--- config.mk ---
export PLATFORM = sky130hd
export DESIGN_NAME = aes_shiftrows_pipe
export DESIGN_NICKNAME = d
export VERILOG_FILES = /design/src/rtl/aes_pkg.sv /design/src/rtl/aes_shiftrows_perm.sv /design/src/rtl/aes_shiftrows_pipe.sv
export SDC_FILE = /design/constraint.sdc
export NUM_CORES = 1
export LEC_CHECK = 0
export CAP_MARGIN = 5
export CORE_ASPECT_RATIO = 0.7
export CORE_UTILIZATION = 43
export CTS_CLUSTER_SIZE = 24
export DETAILED_ROUTE_END_ITERATION = 8
export GPL_ROUTABILITY_DRIVEN = 0
export HOLD_SLACK_MARGIN = 0.02
export PLACE_DENSITY = 0.88
export RECOVER_POWER = 50
export SLEW_MARGIN = 20
export SYNTH_ARGS = -nofsm -noshare
export SYNTH_HDL_FRONTEND = slang
export SYNTH_HIERARCHICAL = 1
export SYNTH_SLANG_ARGS = --single-unit
--- constraint.sdc ---
create_clock -name clk -period 2 [get_ports clk]
set_clock_uncertainty 0.15 [all_clocks]
set_input_delay 0.6 -clock clk [delete_from_list [all_inputs] [get_ports clk]]
set_output_delay 0.6 -clock clk [all_outputs]
set_load 0.02 [all_outputs]
--- src/rtl/aes_pkg.sv ---
// Shared definitions for the Rijndael ShiftRows pipeline: row offsets, byte
// placement helper, per-transaction control and skid occupancy encoding.
package aes_pkg;

    localparam int unsigned ROW_CNT    = 4;
    localparam int unsigned CTRL_TAG_W = 32;

    typedef struct packed {
        logic                  inv;
        logic [CTRL_TAG_W-1:0] tag;
    } ctrl_t;

    typedef enum logic [1:0] {
        OCC_EMPTY = 2'd0,
        OCC_ONE   = 2'd1,
        OCC_TWO   = 2'd2
    } occ_e;

    // Rotation amount Cr for row `row` of an NB-column state.
    function automatic int unsigned shift_offset(input int unsigned nb, input int unsigned row);
        int unsigned off;
        case (row)
            32'd0:   off = 32'd0;
            32'd1:   off = 32'd1;
            32'd2:   off = (nb == 32'd8) ? 32'd3 : 32'd2;
            default: off = (nb == 32'd8) ? 32'd4 : 32'd3;
        endcase
        return off;
    endfunction

    // LSB position of byte (row, col); byte k = 4*col + row sits MSB-first.
    function automatic int unsigned byte_lsb(input int unsigned nb, input int unsigned row,
                                             input int unsigned col);
        return 32 * nb - 8 - 8 * (ROW_CNT * col + row);
    endfunction

endpackage

--- src/rtl/aes_shiftrows_perm.sv ---
// Combinational ShiftRows / InvShiftRows byte permutation for NB = 4, 6, 8.
module aes_shiftrows_perm
    import aes_pkg::*;
#(
    parameter int unsigned NB = 4
) (
    input  logic [32*NB-1:0] state,
    input  logic             inv,
    output logic [32*NB-1:0] perm_state_c
);

    if (!(NB == 4 || NB == 6 || NB == 8)) begin : g_bad_nb
        $error("aes_shiftrows_perm: NB must be 4, 6 or 8");
    end

    // Each destination byte picks one of two fixed source bytes.
    for (genvar r = 0; r < ROW_CNT; r++) begin : g_row
        localparam int unsigned OFF = shift_offset(NB, r);
        for (genvar c = 0; c < NB; c++) begin : g_col
            localparam int unsigned FWD_COL = (c + OFF) % NB;
            localparam int unsigned INV_COL = (c + NB - OFF) % NB;
            localparam int unsigned DST_LSB = byte_lsb(NB, r, c);
            localparam int unsigned FWD_LSB = byte_lsb(NB, r, FWD_COL);
            localparam int unsigned INV_LSB = byte_lsb(NB, r, INV_COL);
            assign perm_state_c[DST_LSB +: 8] = inv ? state[INV_LSB +: 8] : state[FWD_LSB +: 8];
        end
    end

endmodule

--- src/rtl/aes_shiftrows_pipe.sv ---
// Registered, valid/ready ShiftRows/InvShiftRows stage with sideband tag.
// Define AES_SHIFTROWS_SKID_EN for a second (skid) register and registered in_ready.
module aes_shiftrows_pipe
    import aes_pkg::*;
#(
    parameter int unsigned NB    = 4,
    parameter int unsigned TAG_W = 4
) (
    input  logic               clk,
    input  logic               rst_n,
    input  logic               in_valid,
    output logic               in_ready,
    input  logic               in_inv,
    input  logic [TAG_W-1:0]   in_tag,
    input  logic [32*NB-1:0]   in_state,
    output logic               out_valid,
    input  logic               out_ready,
    output logic [32*NB-1:0]   out_state,
    output logic [TAG_W-1:0]   out_tag,
    output logic [15:0]        blk_cnt
);

    localparam int unsigned STATE_W = 32 * NB;

    if (!(NB == 4 || NB == 6 || NB == 8)) begin : g_bad_nb
        $error("aes_shiftrows_pipe: NB must be 4, 6 or 8");
    end
    if (TAG_W < 1 || TAG_W > CTRL_TAG_W) begin : g_bad_tag
        $error("aes_shiftrows_pipe: TAG_W out of range");
    end

    ctrl_t              in_ctrl;
    logic [TAG_W-1:0]   in_tag_s;
    logic [STATE_W-1:0] perm_state_c;
    logic               out_xfer;

    assign in_ctrl  = '{inv: in_inv, tag: CTRL_TAG_W'(in_tag)};
    assign in_tag_s = in_ctrl.tag[TAG_W-1:0];
    assign out_xfer = out_valid && out_ready;

    if (TAG_W < CTRL_TAG_W) begin : g_tag_pad
        logic unused_tag_pad;
        assign unused_tag_pad = |in_ctrl.tag[CTRL_TAG_W-1:TAG_W];
    end

    aes_shiftrows_perm #(
        .NB (NB)
    ) u_perm (
        .state        (in_state),
        .inv          (in_ctrl.inv),
        .perm_state_c (perm_state_c)
    );

    // Output-side transfer counter, wraps naturally at 16 bits.
    always_ff @(posedge clk) begin
        if (!rst_n) begin
            blk_cnt <= '0;
        end else if (out_xfer) begin
            blk_cnt <= blk_cnt + 16'd1;
        end
    end

`ifdef AES_SHIFTROWS_SKID_EN

    occ_e               occ;
    occ_e               occ_d;
    logic               load_out;
    logic               out_from_skid;
    logic               load_skid;
    logic [STATE_W-1:0] skid_state;
    logic [TAG_W-1:0]   skid_tag;

    // Occupancy: EMPTY, output register only, or output plus skid register.
    always_comb begin
        occ_d         = occ;
        load_out      = 1'b0;
        out_from_skid = 1'b0;
        load_skid     = 1'b0;
        case (occ)
            OCC_EMPTY: begin
                if (in_valid) begin
                    occ_d    = OCC_ONE;
                    load_out = 1'b1;
                end
            end
            OCC_ONE: begin
                case ({out_ready, in_valid})
                    2'b11:   load_out = 1'b1;
                    2'b10:   occ_d    = OCC_EMPTY;
                    2'b01: begin
                        occ_d     = OCC_TWO;
                        load_skid = 1'b1;
                    end
                    default: ;
                endcase
            end
            OCC_TWO: begin
                if (out_ready) begin
                    occ_d         = OCC_ONE;
                    load_out      = 1'b1;
                    out_from_skid = 1'b1;
                end
            end
            default: occ_d = OCC_EMPTY;
        endcase
    end

    always_ff @(posedge clk) begin
        if (!rst_n) begin
            occ        <= OCC_EMPTY;
            in_ready   <= 1'b1;
            out_valid  <= 1'b0;
            out_state  <= '0;
            out_tag    <= '0;
            skid_state <= '0;
            skid_tag   <= '0;
        end else begin
            occ       <= occ_d;
            in_ready  <= (occ_d != OCC_TWO);
            out_valid <= (occ_d != OCC_EMPTY);
            if (load_out) begin
                out_state <= out_from_skid ? skid_state : perm_state_c;
                out_tag   <= out_from_skid ? skid_tag   : in_tag_s;
            end
            if (load_skid) begin
                skid_state <= perm_state_c;
                skid_tag   <= in_tag_s;
            end
        end
    end

`else

    // Single stage: refill whenever the register is empty or draining.
    assign in_ready = !out_valid || out_ready;

    always_ff @(posedge clk) begin
        if (!rst_n) begin
            out_valid <= 1'b0;
            out_state <= '0;
            out_tag   <= '0;
        end else if (in_ready) begin
            out_valid <= in_valid;
            if (in_valid) begin
                out_state <= perm_state_c;
                out_tag   <= in_tag_s;
            end
        end
    end

`endif

endmodule

==> flow_metrics.env, run 1 <==
export IMPL_outcome="finished, violations left"
export IMPL_violations="design-rule violations"
export IMPL_clock_latency_ps=410
export IMPL_ys_seq_area_frac=0.438
export IMPL_overflow=0
export IMPL_grt_max_degree=60
export IMPL_ys_types=34
export IMPL_synth_compound_area_frac=0.103
export IMPL_io_pin_count=287
export IMPL_synth_area_leader_cell="dfxtp_1"
export IMPL_cp_required_ps=1250
export IMPL_cp_slowest_cell="or2b_1"
export IMPL_dp_cells=1191
export IMPL_dominantRegCellSynth="dfxtp_1"
export IMPL_cts_tree="built"
export IMPL_synth_common_cells="273 x nand2_1, 149 x dfxtp_1, 137 x a21oi_1, 64 x buf_4, 60 x mux2_4"
export IMPL_grt_pass1_vias=5915
export IMPL_die_area_um2=16400
export IMPL_dieHeight_um=107
export IMPL_p_leak_nw=4.50
export IMPL_maxSlewHeadroom=0.635
export IMPL_critPathArrivalTime_ps=1210
export IMPL_synth_xor_area_frac=0.0154
export IMPL_antenna_cells=0
export IMPL_crit_fanout=2
export IMPL_muxShareOfSynthArea=0.139
export IMPL_path_cells="clkdlybuf4s15_1, or2b_1, buf_6"
export IMPL_slew_violations=0
export IMPL_cts_root_buf="clkbuf_16"
export IMPL_wirelength_um=18300
export IMPL_start_kind="input port"
export IMPL_cts_htree_levels=4
export IMPL_syn_inst=794
export IMPL_dp_hpwl_um=13000
export IMPL_synth_edf_count=0
export IMPL_synth_seq_cells=149
export IMPL_layout_min_cycle_time_ps=1960
export IMPL_maxCapViolCount=0
export IMPL_synth_fp_nets=932
export IMPL_area_delta_synth_final_pct=44.4
export IMPL_rsz0062_at_grt="no"
export IMPL_synthAdderAreaFrac=0.00184
export IMPL_synth_area_leaders="dfxtp_1 44%, nand2_1 15%, mux2_4 13%, a21oi_1 10%, buf_4 7.1%"
export IMPL_io_buffers=286
export IMPL_wl_per_cell_um=15.0
export IMPL_vias=5944
export IMPL_cp_end_kind="output pin"
export IMPL_fmax_ghz=0.511
export IMPL_yosysMostFrequentCell="nand2_1"
export IMPL_final_area_um2=9830
export IMPL_drcViolationCount=19
export IMPL_cts_sinks=149
export IMPL_fp_row_count=38
export IMPL_postRouteAntennaNets=0
export IMPL_netlist_area_um2=6810
export IMPL_cts_max_path_buffers=2
export IMPL_start_util=0.439
export IMPL_place_area_um2=9470
export IMPL_die_x_um=152
export IMPL_ir_worst_vdd_mv=0.493
export IMPL_finalSetupViolCount=0
export IMPL_crit_type="in2out"
export IMPL_fp_coreArea_um2=15500
export IMPL_fin_cells=1224
export IMPL_cts_buffers=17
export IMPL_p_per_area_nw_per_um2=786
export IMPL_finalCritPeriodShare=0.978
export IMPL_drive_above_1_share=0.131
export IMPL_cts_clk_slew_worst_paths_ps=60
export IMPL_drt_iter0_markers=275
export IMPL_synth_top_family_by_area="simple AND/OR/NAND/NOR gates"
export IMPL_final_hold_violation_count=0
export IMPL_finish_net_count=1149
export IMPL_grt_pass1_wl_um=28600
export IMPL_yosysWarnings=6
export IMPL_grt_usage=0.222
export IMPL_synth_simple_area_share=0.182
export IMPL_synth_top_area_share=0.438
export IMPL_max_stage_delay_ps=260
export IMPL_tightest_slew_ps=548
export IMPL_vias_per_cell=4.86
export IMPL_avgSynthCellArea_um2=8.58
export IMPL_antenna_found_initial=0
export IMPL_hold_class="reg2reg"
export IMPL_drt_first_pass_iters=6
export IMPL_postSynth_asyncResetShare=0
-- registers in the layout (all words and copies together), names as in the netlist --
name / count
out_valid: 1
out_state: 128
blk_cnt: 16
out_tag: 4
-- through the flow --
stage	hold WS (ps)	setup TNS [ps]	setup slack, ps	util	power, mW
floorplan	383	0	64.5	-	4.11
global placement	290	-32650	-544	0.611	4.74
detailed placement	296	-38650	-577	0.611	4.78
CTS	301	-19.5	-19.5	0.636	7.81
global route	315	0	0.702	0.634	8.05
finish	299	0	44.4	0.634	7.73
-- kinds of logic after synthesis --
group	count (synthesis)
AOI/OAI and AO/OA	140
adders and majority gates	1
and+or+nand+nor	309
buffers and inverters	119
xor gates and xnor gates	12
muxes	64
DFF	149
-- power by group --
part,internal (mW),total (mW),switching [mW],leakage (nW)
logic,0.686,1.37,0.687,3.01
registers,3.14,3.21,0.0790,1.22
clock network,1.87,3.14,1.27,0.274
-- critical path, delay by kind of cell --
family | cells | cell delay [ps]
and+or+nand+nor | 1 | 260
buffers and inverters | 2 | 350
-- cells in the final DEF, fill, tap and decap left out, types with 2 or more instances in the layout --
cell type	n
nand2_1	272
dfxtp_1	149
dlygate4sd2_1	144
a21oi_1	136
clkdlybuf4s50_1	133
mux2_4	60
clkbuf_16	17
buf_4	17
nor2_1	12
xor2_1	7
buf_12	7
nand4_1	5
xnor2_1	5
clkdlybuf4s15_1	5
buf_6	5
mux2_2	4
nand3_1	3
clkbuf_1	3
clkinv_4	3
clkinvlp_4	3
and3_1	2
o21ai_0	2
nor4_1	2
nor3_1	2
clkinv_2	2
bufinv_16	2
-- final timing paths --
| check | start | to | slack [ps] | cells after the start |
|---|---|---|---|---|
| worst min-delay path | out_state[5]$_SDFFE_PN0P_ | out_state[5]$_SDFFE_PN0P_ | 300 | 2 |
| worst max-delay path | out_ready | in_ready | 40 | 3 |
| worst max register to register | out_valid$_SDFFE_PN0P_ | out_state[31]$_SDFFE_PN0P_ | 110 | 7 |
| worst min register to register | out_state[5]$_SDFFE_PN0P_ | out_state[5]$_SDFFE_PN0P_ | 300 | 2 |
-- area by class of cell --
cell class,count,area [um^2]
inverters,2,10.0
flip-flops and latches,149,2980
clock buffers,21,450
repair buffers,315,3000
multi-input cells,526,3010
clock inverters,11,128
fillers,1300,5670
well taps,200,250
-- routing by layer --
metal	GRT usage	wire length, um	part of all wire	vias to the layer above
li1	-	-	-	2970
met1	0.244	7480	0.41	2740
met2	0.388	8910	0.49	213
met3	0.0914	1640	0.090	21
met4	0.0808	271	0.015	0
met5	0	0	0	-
-- timing repair --
| item | CTS | global route |
|---|---|---|
| gates resized for setup | 158 | 7 |
| setup buffers | 0 | 1 |
| setup endpoints to repair | 151 | 5 |
| pin swaps | 0 | 0 |
| hold buffers | 0 | 0 |
(Power assumes the default switching activity.)
==> run 2: changes to the inputs <==
- CAP_MARGIN: 5 -> 10
==> results of run 2 <==
No change in the layout: final DEF, timing and power equal those of run 1.
==> run 3: changes to the inputs <==
- MAX_ROUTING_LAYER: not set -> met4
- SLEW_MARGIN: 20 -> not set
==> flow_metrics.env, run 3 (synthesized netlist as in run 1, its figures left out) <==
export IMPL_rsz0062_at_grt="no"
export IMPL_io_buffers=286
export IMPL_cts_clk_slew_worst_paths_ps=60
export IMPL_final_cell_mix="272 x nand2_1, 149 x dfxtp_1, 144 x dlygate4sd2_1, 136 x a21oi_1, 133 x clkdlybuf4s50_1"
export IMPL_fin_util=0.634
export IMPL_grt_usage=0.228
export IMPL_overflow=0
export IMPL_die_area_um2=16400
export IMPL_dieHeight_um=107
export IMPL_finish_net_count=1149
export IMPL_max_stage_delay_ps=260
export IMPL_cts_max_path_buffers=2
export IMPL_grt_max_degree=60
export IMPL_layout_min_cycle_time_ps=1950
export IMPL_r2r_setup_slack_ps=130
export IMPL_cts_root_buf="clkbuf_16"
export IMPL_final_area_um2=9830
export IMPL_top_register="out_state"
export IMPL_ir_worst_vdd_mv=0.492
export IMPL_area_delta_synth_final_pct=44.4
export IMPL_hold_depth=2
export IMPL_place_area_um2=9470
export IMPL_cp_num_cells=3
export IMPL_tns_ps=0
export IMPL_finalSetupViolCount=0
export IMPL_outcome="finished, violations left"
export IMPL_cts_sinks=149
export IMPL_cts_tree="built"
export IMPL_violations="design-rule violations"
export IMPL_timing_rr_end="out_state[31]$_SDFFE_PN0P_"
export IMPL_drt_iter0_markers=268
export IMPL_tightest_slew_ps=543
export IMPL_cts_buffers=17
export IMPL_wirelength_um=18300
export IMPL_reg2reg_from="out_valid$_SDFFE_PN0P_"
export IMPL_reg2reg_depth=7
export IMPL_hold_start="out_state[5]$_SDFFE_PN0P_"
export IMPL_drt_first_pass_iters=6
export IMPL_io_pin_count=287
export IMPL_p_leak_nw=4.50
export IMPL_fp_row_count=38
export IMPL_grt_pass1_wl_um=28600
export IMPL_cts_htree_levels=4
export IMPL_vias_per_cell=4.86
export IMPL_die_x_um=152
export IMPL_wl_per_cell_um=15.0
export IMPL_critPathArrivalTime_ps=1200
export IMPL_cts_hold_buffers=0
export IMPL_start_util=0.439
export IMPL_cp_slowest_cell="or2b_1"
export IMPL_drcViolationCount=19
export IMPL_dp_hpwl_um=13000
export IMPL_path_cells="clkdlybuf4s15_1, or2b_1, buf_6"
export IMPL_path_delay_family="buffers and inverters"
export IMPL_fp_coreArea_um2=15500
export IMPL_fmax_ghz=0.512
export IMPL_final_common_cell="nand2_1"
export IMPL_clock_latency_ps=410
export IMPL_cp_end_kind="output pin"
export IMPL_antenna_cells=0
export IMPL_maxCapViolCount=0
export IMPL_largest_reg_flops=128
export IMPL_antenna_found_initial=0
export IMPL_start_kind="input port"
export IMPL_vias=5952
export IMPL_hold_class="reg2reg"
export IMPL_cp_required_ps=1250
export IMPL_crit_type="in2out"
export IMPL_drive_above_1_share=0.131
export IMPL_slew_violations=0
export IMPL_hold_path_endpoint="out_state[5]$_SDFFE_PN0P_"
export IMPL_crit_fanout=2
export IMPL_finalCritPeriodShare=0.976
export IMPL_worstPathBufferInverterCount=2
export IMPL_p_per_area_nw_per_um2=786
export IMPL_grt_pass1_vias=5911
export IMPL_maxSlewHeadroom=0.638
export IMPL_num_fill_cells=1300
export IMPL_reg_largest_list="out_state x128, blk_cnt x16, out_tag x4"
export IMPL_postRouteAntennaNets=0
export IMPL_final_hold_violation_count=0
==> run 3: cell counts in the layout (fill, tap and decap cells not counted) <==
Identical to the previous run, type by type.
==> run 3: through the flow <==
step,cells,total power [mW],worst slack (ps),hold WS (ps)
floorplan,794,4.11,64.5,383
global placement,1191,4.74,-544,290
detailed placement,1191,4.78,-577,296
CTS,1223,7.81,-19.5,301
global route,1224,8.05,0.691,315
finish,1224,7.73,48.2,300
==> run 3: layout make-up <==
cell class                 instances  area (um^2)  share of cell area
clock buffer                      21          450              0.0458
clock inverter                    11          128              0.0130
inverter                           2         10.0             0.00102
multi-input combinational        526         3010               0.306
sequential                       149         2980               0.303
tap                              200          250              0.0254
timing repair buffer             315         3000               0.305
==> run 3: worst max path at each step <==
stage,startpoint,end,slack [ps]
after CTS,out_ready,in_ready,-20
final,out_ready,in_ready,50
after global placement,out_ready,in_ready,-540
after global routing,out_valid$_SDFFE_PN0P_,out_valid,0.7
after detailed placement,out_ready,in_ready,-580
after floorplan,out_ready,out_state[120]$_SDFFE_PN0P_,60
==> run 3: where the power goes <==
group	switching [mW]	total, mW	internal, mW
sequential	0.0792	3.22	3.14
clock	1.26	3.14	1.88
combinational	0.686	1.37	0.686
==> run 3: repair_timing <==
item | in CTS | in global routing
pin swaps | 0 | 0
endpoints found under the setup margin | 151 | 5
buffers inserted | 0 | 1
gates resized for setup | 158 | 7
==> run 3: per-layer routing <==
layer | GRT usage | wire length [um] | share of wire
met2 | 0.388 | 8900 | 0.49
met3 | 0.0841 | 1620 | 0.089
met4 | 0.0808 | 295 | 0.016
met1 | 0.248 | 7490 | 0.41
met5 | - | 0 | 0
==> run 3: tightest hold or removal path, cell delays in order (launching register included) <==
cell and delay, ps:
dfxtp_1 300, nand2_1 50, a21oi_1 50
